## src/rtl/circuit_pacc_pkg.sv

```systemverilog
// Shared types and defaults for the carry-pipelined accumulator.
// Op modes and the default datapath geometry.
package circuit_pacc_pkg;

    typedef enum logic [1:0] {
        PACC_ACC  = 2'd0,
        PACC_SUB  = 2'd1,
        PACC_LOAD = 2'd2,
        PACC_CLR  = 2'd3
    } pacc_mode_e;

    localparam int PACC_W_DEFAULT   = 96;
    localparam int PACC_SEG_DEFAULT = 32;

endpackage

```

## src/rtl/circuit_pacc_if.sv

```systemverilog
// Op/result bundle between an op source (master) and the accumulator (slave).
// Result fields are all registered inside the accumulator.
interface circuit_pacc_if
    import circuit_pacc_pkg::*;
#(
    parameter int W = PACC_W_DEFAULT
) ();
    logic         en;
    pacc_mode_e   mode;
    logic [W-1:0] X;
    logic [W-1:0] Y;
    logic         y_valid;
    logic         ovf;

    modport master (output en, output mode, output X, input Y, input y_valid, input ovf);
    modport slave  (input en, input mode, input X, output Y, output y_valid, output ovf);
endinterface

```

## src/rtl/circuit_pacc_seg.sv

```systemverilog
// One SEG-bit slice of the accumulator: holds its acc segment and the carry
// it hands to the next slice one cycle later.
module circuit_pacc_seg
    import circuit_pacc_pkg::*;
#(
    parameter int SEG = PACC_SEG_DEFAULT
) (
    input  logic           clk,
    input  logic           rst,
    input  logic           en,
    input  pacc_mode_e     mode,
    input  logic [SEG-1:0] x,
    input  logic           ci,
    output logic [SEG-1:0] s,
    output logic           co
);
    logic [SEG-1:0] acc_r;
    logic           co_r;
    logic [SEG-1:0] acc_nxt_s;
    logic           co_nxt_s;

    // Next segment value and carry-out for the op at this slice
    always_comb begin
        acc_nxt_s = acc_r;
        co_nxt_s  = 1'b0;
        if (en) begin
            case (mode)
                PACC_ACC: {co_nxt_s, acc_nxt_s} = {1'b0, acc_r} + {1'b0, x} + {{SEG{1'b0}}, ci};
                PACC_SUB: {co_nxt_s, acc_nxt_s} = {1'b0, acc_r} + {1'b0, ~x} + {{SEG{1'b0}}, ci};
                PACC_LOAD: begin
                    acc_nxt_s = x;
                    co_nxt_s  = 1'b0;
                end
                PACC_CLR: begin
                    acc_nxt_s = {SEG{1'b0}};
                    co_nxt_s  = 1'b0;
                end
                default: begin
                    acc_nxt_s = acc_r;
                    co_nxt_s  = 1'b0;
                end
            endcase
        end else begin
            acc_nxt_s = acc_r;
            co_nxt_s  = 1'b0;
        end
    end

    // Segment state and registered carry
    always_ff @(posedge clk or posedge rst) begin
        if (rst) begin
            acc_r <= {SEG{1'b0}};
            co_r  <= 1'b0;
        end else begin
            acc_r <= acc_nxt_s;
            co_r  <= co_nxt_s;
        end
    end

    assign s  = acc_r;
    assign co = co_r;
endmodule

```

## src/rtl/circuit_pacc.sv

```systemverilog
// Carry-pipelined W-bit accumulator: NSEG slices, operands skewed in, results
// deskewed out so every Y word belongs to one op; latency NSEG.
module circuit_pacc
    import circuit_pacc_pkg::*;
#(
    parameter int W   = PACC_W_DEFAULT,
    parameter int SEG = PACC_SEG_DEFAULT
) (
    input  logic          clk,
    input  logic          rst,
    circuit_pacc_if.slave bus
);
    localparam int NSEG = W / SEG;

    logic           en_stage_s   [NSEG];
    pacc_mode_e     mode_stage_s [NSEG];
    logic [SEG-1:0] sum_s        [NSEG];
    logic           carry_s      [NSEG];
    logic [SEG-1:0] aligned_s    [NSEG];
    logic [W-1:0]   y_next_s;
    logic [W-1:0]   y_r;
    logic           en_top_r;
    pacc_mode_e     mode_top_r;
    logic           y_valid_r;
    logic           ovf_r;

    for (genvar k = 0; k < NSEG; k++) begin : g_seg
        localparam int DLY = NSEG - 1 - k;
        logic           en_k_s;
        pacc_mode_e     mode_k_s;
        logic [SEG-1:0] x_k_s;
        logic           ci_k_s;

        if (k == 0) begin : g_head
            assign en_k_s   = bus.en;
            assign mode_k_s = bus.mode;
            assign x_k_s    = bus.X[SEG-1:0];
            assign ci_k_s   = (bus.mode == PACC_SUB);
        end else begin : g_skew
            logic           en_r;
            pacc_mode_e     mode_r;
            logic [SEG-1:0] x_dly_r [k];

            // Control follows the op one slice per cycle; X slice k waits k cycles
            always_ff @(posedge clk or posedge rst) begin
                if (rst) begin
                    en_r   <= 1'b0;
                    mode_r <= PACC_ACC;
                    for (int i = 0; i < k; i++) x_dly_r[i] <= {SEG{1'b0}};
                end else begin
                    en_r       <= en_stage_s[k-1];
                    mode_r     <= mode_stage_s[k-1];
                    x_dly_r[0] <= bus.X[k*SEG +: SEG];
                    for (int i = 1; i < k; i++) x_dly_r[i] <= x_dly_r[i-1];
                end
            end

            assign en_k_s   = en_r;
            assign mode_k_s = mode_r;
            assign x_k_s    = x_dly_r[k-1];
            assign ci_k_s   = carry_s[k-1];
        end

        assign en_stage_s[k]   = en_k_s;
        assign mode_stage_s[k] = mode_k_s;

        circuit_pacc_seg #(.SEG(SEG)) u_seg (
            .clk  (clk),
            .rst  (rst),
            .en   (en_k_s),
            .mode (mode_k_s),
            .x    (x_k_s),
            .ci   (ci_k_s),
            .s    (sum_s[k]),
            .co   (carry_s[k])
        );

        if (DLY == 0) begin : g_nodsk
            assign aligned_s[k] = sum_s[k];
        end else begin : g_dsk
            logic [SEG-1:0] dsk_r [DLY];

            // Lower slices finish early; hold them until the top slice catches up
            always_ff @(posedge clk or posedge rst) begin
                if (rst) begin
                    for (int i = 0; i < DLY; i++) dsk_r[i] <= {SEG{1'b0}};
                end else begin
                    dsk_r[0] <= sum_s[k];
                    for (int i = 1; i < DLY; i++) dsk_r[i] <= dsk_r[i-1];
                end
            end

            assign aligned_s[k] = dsk_r[DLY-1];
        end
    end

    // Pack the aligned slices into one result word
    always_comb begin
        y_next_s = {W{1'b0}};
        for (int k = 0; k < NSEG; k++) y_next_s[k*SEG +: SEG] = aligned_s[k];
    end

    // Output stage: Y/y_valid/ovf for the op that just left the top slice
    always_ff @(posedge clk or posedge rst) begin
        if (rst) begin
            en_top_r   <= 1'b0;
            mode_top_r <= PACC_ACC;
            y_r        <= {W{1'b0}};
            y_valid_r  <= 1'b0;
            ovf_r      <= 1'b0;
        end else begin
            en_top_r   <= en_stage_s[NSEG-1];
            mode_top_r <= mode_stage_s[NSEG-1];
            y_valid_r  <= en_top_r;
            if (en_top_r) begin
                y_r <= y_next_s;
                case (mode_top_r)
                    PACC_ACC:  ovf_r <= ovf_r | carry_s[NSEG-1];
                    PACC_SUB:  ovf_r <= ovf_r | ~carry_s[NSEG-1];
                    PACC_LOAD: ovf_r <= 1'b0;
                    PACC_CLR:  ovf_r <= 1'b0;
                    default:   ovf_r <= ovf_r;
                endcase
            end else begin
                y_r   <= y_r;
                ovf_r <= ovf_r;
            end
        end
    end

    assign bus.Y       = y_r;
    assign bus.y_valid = y_valid_r;
    assign bus.ovf     = ovf_r;
endmodule

```

## src/flat_wrapper.sv

```systemverilog
// flat-port wrapper written by rule: the top's interface ports become plain ports
module circuit_pacc_flat import circuit_pacc_pkg::*;
#(
    parameter int W   = PACC_W_DEFAULT,
    parameter int SEG = PACC_SEG_DEFAULT
)
  (clk, rst, bus_en, bus_mode, bus_X, bus_Y, bus_y_valid, bus_ovf);
  circuit_pacc_if #(.W(W)) bus_i ();
  input  logic clk;
  input  logic rst;
  input wire logic [$bits(bus_i.en)-1:0] bus_en;
  input wire logic [$bits(bus_i.mode)-1:0] bus_mode;
  input wire logic [$bits(bus_i.X)-1:0] bus_X;
  output wire logic [$bits(bus_i.Y)-1:0] bus_Y;
  output wire logic [$bits(bus_i.y_valid)-1:0] bus_y_valid;
  output wire logic [$bits(bus_i.ovf)-1:0] bus_ovf;
  assign bus_i.en = bus_en;
  assign bus_i.mode = bus_mode;
  assign bus_i.X = bus_X;
  assign bus_Y = bus_i.Y;
  assign bus_y_valid = bus_i.y_valid;
  assign bus_ovf = bus_i.ovf;
  circuit_pacc #(.W(W), .SEG(SEG)) u_core (.clk(clk), .rst(rst), .bus(bus_i));
endmodule
```

## config.mk

```make
export PLATFORM = sky130hd
export DESIGN_NAME = circuit_pacc_flat
export DESIGN_NICKNAME = d
export VERILOG_FILES = /design/src/rtl/circuit_pacc_pkg.sv /design/src/rtl/circuit_pacc_if.sv /design/src/rtl/circuit_pacc_seg.sv /design/src/rtl/circuit_pacc.sv /design/src/flat_wrapper.sv
export SDC_FILE = /design/constraint.sdc
export NUM_CORES = 1
export LEC_CHECK = 0
export ABC_AREA = 1
export CAP_MARGIN = 10
export CORE_UTILIZATION = 55
export DETAILED_ROUTE_END_ITERATION = 10
export PLACE_DENSITY_LB_ADDON = 0.3
export RECOVER_POWER = 100
export SETUP_SLACK_MARGIN = 0.4
export SYNTH_ARGS = -nofsm -noshare
export SYNTH_HDL_FRONTEND = slang
export SYNTH_HIERARCHICAL = 1
export SYNTH_SLANG_ARGS = --single-unit
```

## constraint.sdc

```tcl
create_clock -name clk -period 19.3 [get_ports clk]
set_clock_uncertainty 0.15 [all_clocks]
set_input_delay 4.825 -clock clk [delete_from_list [all_inputs] [get_ports clk]]
set_output_delay 4.825 -clock clk [all_outputs]
set_load 0.005 [all_outputs]
```

; Word-level counts from Yosys, hierarchy flattened
; Cells that the tools add are included.
; Widths: inputs -> output; s select.
[word_totals]
wordCells = 69
out_inout_bits = 98
inputBits = 101
register_bits = 398
[op_classes]
eq_ne = 12
bitwise_logic = 6
muxes = 10
reduce_logical = 8
addsub = 12
[op_table]
columns = cell, count
row1 = $pmux 32 s4, 3
row2 = $add 32x32->33, 6
row3 = $add 33x1->33, 6
row4 = $not 32->32, 3
row5 = $eq 2x2->1 const B, 8
row6 = $pmux 1 s3, 4
row7 = $eq 2x1->1 const B, 4
row8 = $logic_not 2->1, 4
row9 = $reduce_or 2->1, 4
row10 = $mux 1, 3
row11 = $or 1x1->1, 2
row12 = $not 1->1, 1

; Longest topological paths before layout
[depth]
ltp_word = 5
mapped_depth = 19
ltp_nobuf = 18

; Modules after synthesis
; Netlist, hierarchy kept.
[modules_own_cells]
columns = mod, area_each_um2, cells_per_inst, n_inst, seq_area_each_um2
row1 = circuit_pacc_seg (u_core.g_seg[1].u_seg ...), 6841.6, 1291, 2, 825.8
row2 = circuit_pacc, 8758.4, 418, 1, 7482.2
row3 = circuit_pacc_seg (u_core.g_seg[0].u_seg), 7011.7, 1318, 1, 825.8

; Worst setup path after synthesis
; Ideal clock, no wire load.
[synth_timing]
path_kind = in2reg
startpoint = in bus_mode[0]
endpoint = reg u_core.g_seg[0].u_seg.acc_r[30]
path_buffers = 0
setup_slack_ns = 12.347
setup_ns = 0.117
t_arrival_ns = 6.686
cell_stages = 15
required_time_ns = 19.033
path_cell_list = inv_1 > nor2_1 > inv_1 > fa_1 > fa_1 > inv_1 > nand3_1 > nand3_1 > nand3_1 > nand2_2 > nand2_1 > a21oi_1 > nor2_1 > nor2_1 > nor2_1
[synth_via]
elab_chain_cells = 3
word_cells_on_any_way = 7
classes_between = 2 x add/sub / 3 x eq/ne / 1 x mux / 1 x reduce/logical
[synth_lines]
columns = element, line
row1 = from (decl), flat_wrapper.sv:12  ; input wire logic [$bits(bus_i.mode)-1:0] bus_mode;
row2 = $eq 2x1->1 *, circuit_pacc.sv:38  ; assign ci_k_s = (bus.mode == PACC_SUB);
row3 = named net u_core.g_seg[0].ci_k_s, circuit_pacc.sv:32  ; logic ci_k_s;
row4 = "$add 33x1->33, on equally long branches", "circuit_pacc_seg.sv:29, circuit_pacc_seg.sv:28"
row5 = $pmux 32 s4 *, circuit_pacc_seg.sv:27  ; case (mode)
row6 = to (signal assigned), circuit_pacc_seg.sv:52  ; acc_r <= {SEG{1'b0}};
row7 = to (signal assigned), circuit_pacc_seg.sv:55  ; acc_r <= acc_nxt_s;
row8 = to (decl), circuit_pacc_seg.sv:17  ; logic [SEG-1:0] acc_r;
; Mark *: on every way through the listed nets, which the timed path passes. The rest lies on a longest branch.
; A chain may end at the register's enable or synchronous reset.

==> results_dict.tcl <==
set metrics [dict create \
    clk_latency_ps 600 \
    cp.depth 2 \
    ff2ff_setup_slack_ps 13700 \
    fp.dieH_um 233.4 \
    grt_setup_unrepaired "no" \
    synth_area_mm2 0.02945 \
    diodes 0 \
    slowest_stage "clkinvlp_2" \
    rr_startpoint "u_core/en_top_r" \
    switchingPower_w 0.001358 \
    overflow 0 \
    dpl-instance-area_mm2 0.03172 \
    worst_slew_pin_slew_ps 6202 \
    cp-start-kind "primary input" \
    cts_hold_buf 0 \
    reg2reg_depth 2 \
    crit_path_cell_trace "dlygate4sd3_1, clkinvlp_2" \
    start_util_pct 55.82 \
    synthTopCellsByArea "dfrtp_1 (34%), nand2_1 (17%), inv_1 (11%), ha_1 (7.9%), nand3_1 (5.1%)" \
    r2r_end "u_core/bus.Y[88]" \
    die_w_um 233.4 \
    worst_ep_arrival_time_ps 9000 \
    synth.net_count 4617 \
    grt_start_max_net_pins 159 \
    ant_nets 0 \
    grt_pass1_vias 26217 \
    syn_to_final_growth_pct 12.83 \
    fin_setup_tns_ps 0 \
    drive_gt1_share_pct 6.919 \
    synth_most_common_cell "nand2_1" \
    synth-edff-count 0 \
    clk_pin_slew_ps 60 \
    ir_worst_vdd_v 0.00008451 \
    critical-path-top-delay-family "buffers and inverters" \
    seq_power_share_pct 32.1 \
    crit_fanout 142 \
    power.share.clock_pct 28.4 \
    critPathCaptureType "asynchronous set/reset pin" \
    seqCellArea_mm2 0.009962 \
    placement_rows 84 \
    synth_common_cells "nand2_1 (1311), inv_1 (847), dfrtp_1 (398), nor2_1 (362), nand3_1 (300)" \
    worstPathRequired_ps 18690 \
    antenna_found_initial 2 \
    hold_viol 0 \
    io_pins 199 \
    yosysUniqueCellTypes 48 \
    syn_inst 4318 \
    cts_max_path_buffers 3 \
    firstDrtPassIters 10 \
    nets 4759 \
    maxCapViolCount 9 \
    min_path_cells 0 \
    post_drt_wl_per_cell_um 18.17 \
    design_area_mm2 0.03323 \
    drv_slew 527 \
    maxSlewHeadroom_pct -315.7 \
    postCtsSetupBuffers 0 \
    p_int_w 0.001992 \
    io_buffer_count 198 \
    fmax_mhz 104.1 \
    synth.avg_cell_area_um2 6.821 \
    crit_buf_inv 2 \
    drt_wl_total_mm 94.16 \
    status "finished, violations left" \
    cp_slowest_stage_delay_ps 3460 \
    yosys.area.top_type_share_pct 33.81 \
    yosysWarnings 6 \
    gp_congestion 1.018 \
    ys_ff_latch 398 \
    hold_class "flop to flop" \
    ctsResizeCount 0 \
    die-area_mm2 0.05448 \
    grt.total_usage_pct 34.90 \
    leakagePower_nw 18.16 \
    htreeDepth 2 \
    seq_area_frac_synth_pct 33.81 \
    multi_input_area_mm2 0.01540 \
    dp_hpwl_mm 72.17 \
    min_period_ps 9610 \
    combPwrFrac_pct 39.5 \
    root_buffer "clkbuf_16" \
    fin_crit_sh_pct 49.80 \
    grt_pass1_wl_mm 145.5 \
    drc 22 \
    first_iter_violations 2515 \
    viasPerCell 5.312 \
    violations "design-rule violations, max-capacitance violations, max-slew violations" \
    core_area_mm2 0.05276 \
    power.density_mw_per_mm2 100.8 \
    p_sw_share_pct 40.53 \
    startpoint "rst" \
    synth_ff_type "dfrtp_1" \
    synth_top_cell_by_area "dfrtp_1" \
    critPathCapture "u_core/g_seg[1].g_skew.x_dly_r[13]" \
    fill_cells 5022 \
    setup_viol 0 \
    worstSetupPathType "primary input to asynchronous set/reset pin" \
    vias 27534 \
    min_from "u_core/g_seg[2].g_skew.x_dly_r[52]" \
    synthArstFlopShare_pct 100.0 \
    cts_sinks 398 \
    cts_tree "yes" \
    cts_buffers 44 \
]
## cell families after synthesis
group           share of synthesized area, %
compound gates                         8.237
mux                                    3.900
buf+inv                                13.62
xor+xnor                              0.2379
fa+ha+maj                              8.717
simple gates                           31.47
flops                                  33.81
## cells in the final DEF (no fill, tap or decap), types with 17 or more instances in the layout
cell and count:
mux2_1 17, nand3_1 302, ha_1 186, mux2_2 78, nor2_1 361, nand2_2 30
nor3_1 27, clkdlybuf4s50_1 32, dfrtp_1 396, dlygate4sd3_1 165, inv_1 846, o21ai_0 157
nand4_1 37, nor2_2 39, nand2_1 1312, o21bai_1 31, inv_2 19, clkbuf_16 45
a21oi_1 192
## cell type report
class / count / area share (%)
multi-input cells: 2929 / 46.35
flip-flops and latches: 398 / 29.98
inverters: 870 / 9.830
repair buffers: 217 / 6.336
clock buffers: 53 / 3.509
well taps: 688 / 2.590
clock inverters: 28 / 1.404
## sequential cells by signal (all words and copies together), names as in the netlist, 2 cells and up
register	count
u_core/bus.Y	96
u_core/g_seg.u_seg/s	96
u_core/g_seg.g_dsk.dsk_r	64
u_core/g_seg.g_skew.x_dly_r	64
u_core/aligned_s	32
u_core/g_seg.x_k_s	32
u_core/g_seg.g_skew.mode_r	4
u_core/g_seg.u_seg/co	3
u_core/g_seg.en_k_s	2
u_core/mode_top_r	2
## power by group through the flow
| stage | logic (W) | clock network, W | registers (W) |
|---|---|---|---|
| finish | 0.00132 | 0.000950 | 0.00108 |
| global route | 0.00147 | 0.000999 | 0.00109 |
| CTS | 0.00133 | 0.000968 | 0.00108 |
| detailed placement | 0.00132 | 0 | 0.00109 |
| global placement | 0.00131 | 0 | 0.00109 |
| floorplan | 0.000915 | 0 | 0.00105 |
## worst min-delay path by stage
stage               slack (ps)                   endpoint
CTS                        190  u_core/g_seg[2].x_k_s[20]
detailed placement         180       u_core/aligned_s[79]
finish                     190  u_core/g_seg[2].x_k_s[20]
floorplan                  180       u_core/aligned_s[64]
global placement           180  u_core/g_seg[2].x_k_s[18]
global route               200  u_core/g_seg[2].x_k_s[20]
## per-stage QoR
| stage | worst slack [ps] | util, % | hold WS, ps | cells | total power [W] |
|---|---|---|---|---|---|
| after floorplan | 6064 | - | 181.2 | 4318 | 0.001966 |
| after global placement | 11450 | 60.11 | 181.3 | 5102 | 0.002392 |
| after detailed placement | 11410 | 60.11 | 184.7 | 5102 | 0.002405 |
| after CTS | 12010 | 63.21 | 194.5 | 5183 | 0.003370 |
| after global routing | 8696 | 62.99 | 196.8 | 5183 | 0.003558 |
| final | 9690 | 62.99 | 194.8 | 5183 | 0.003350 |
## layer usage
layer	track usage [%]	share of wire [%]	routed length (µm)	up-vias
li1	-	-	-	13579
met1	48.43	44	41520	12663
met2	55.33	44	41790	1071
met3	4.126	7.3	6860	219
met4	14.02	4.2	3970	2
met5	0	0.032	30	-
(Power assumes the default switching activity.)
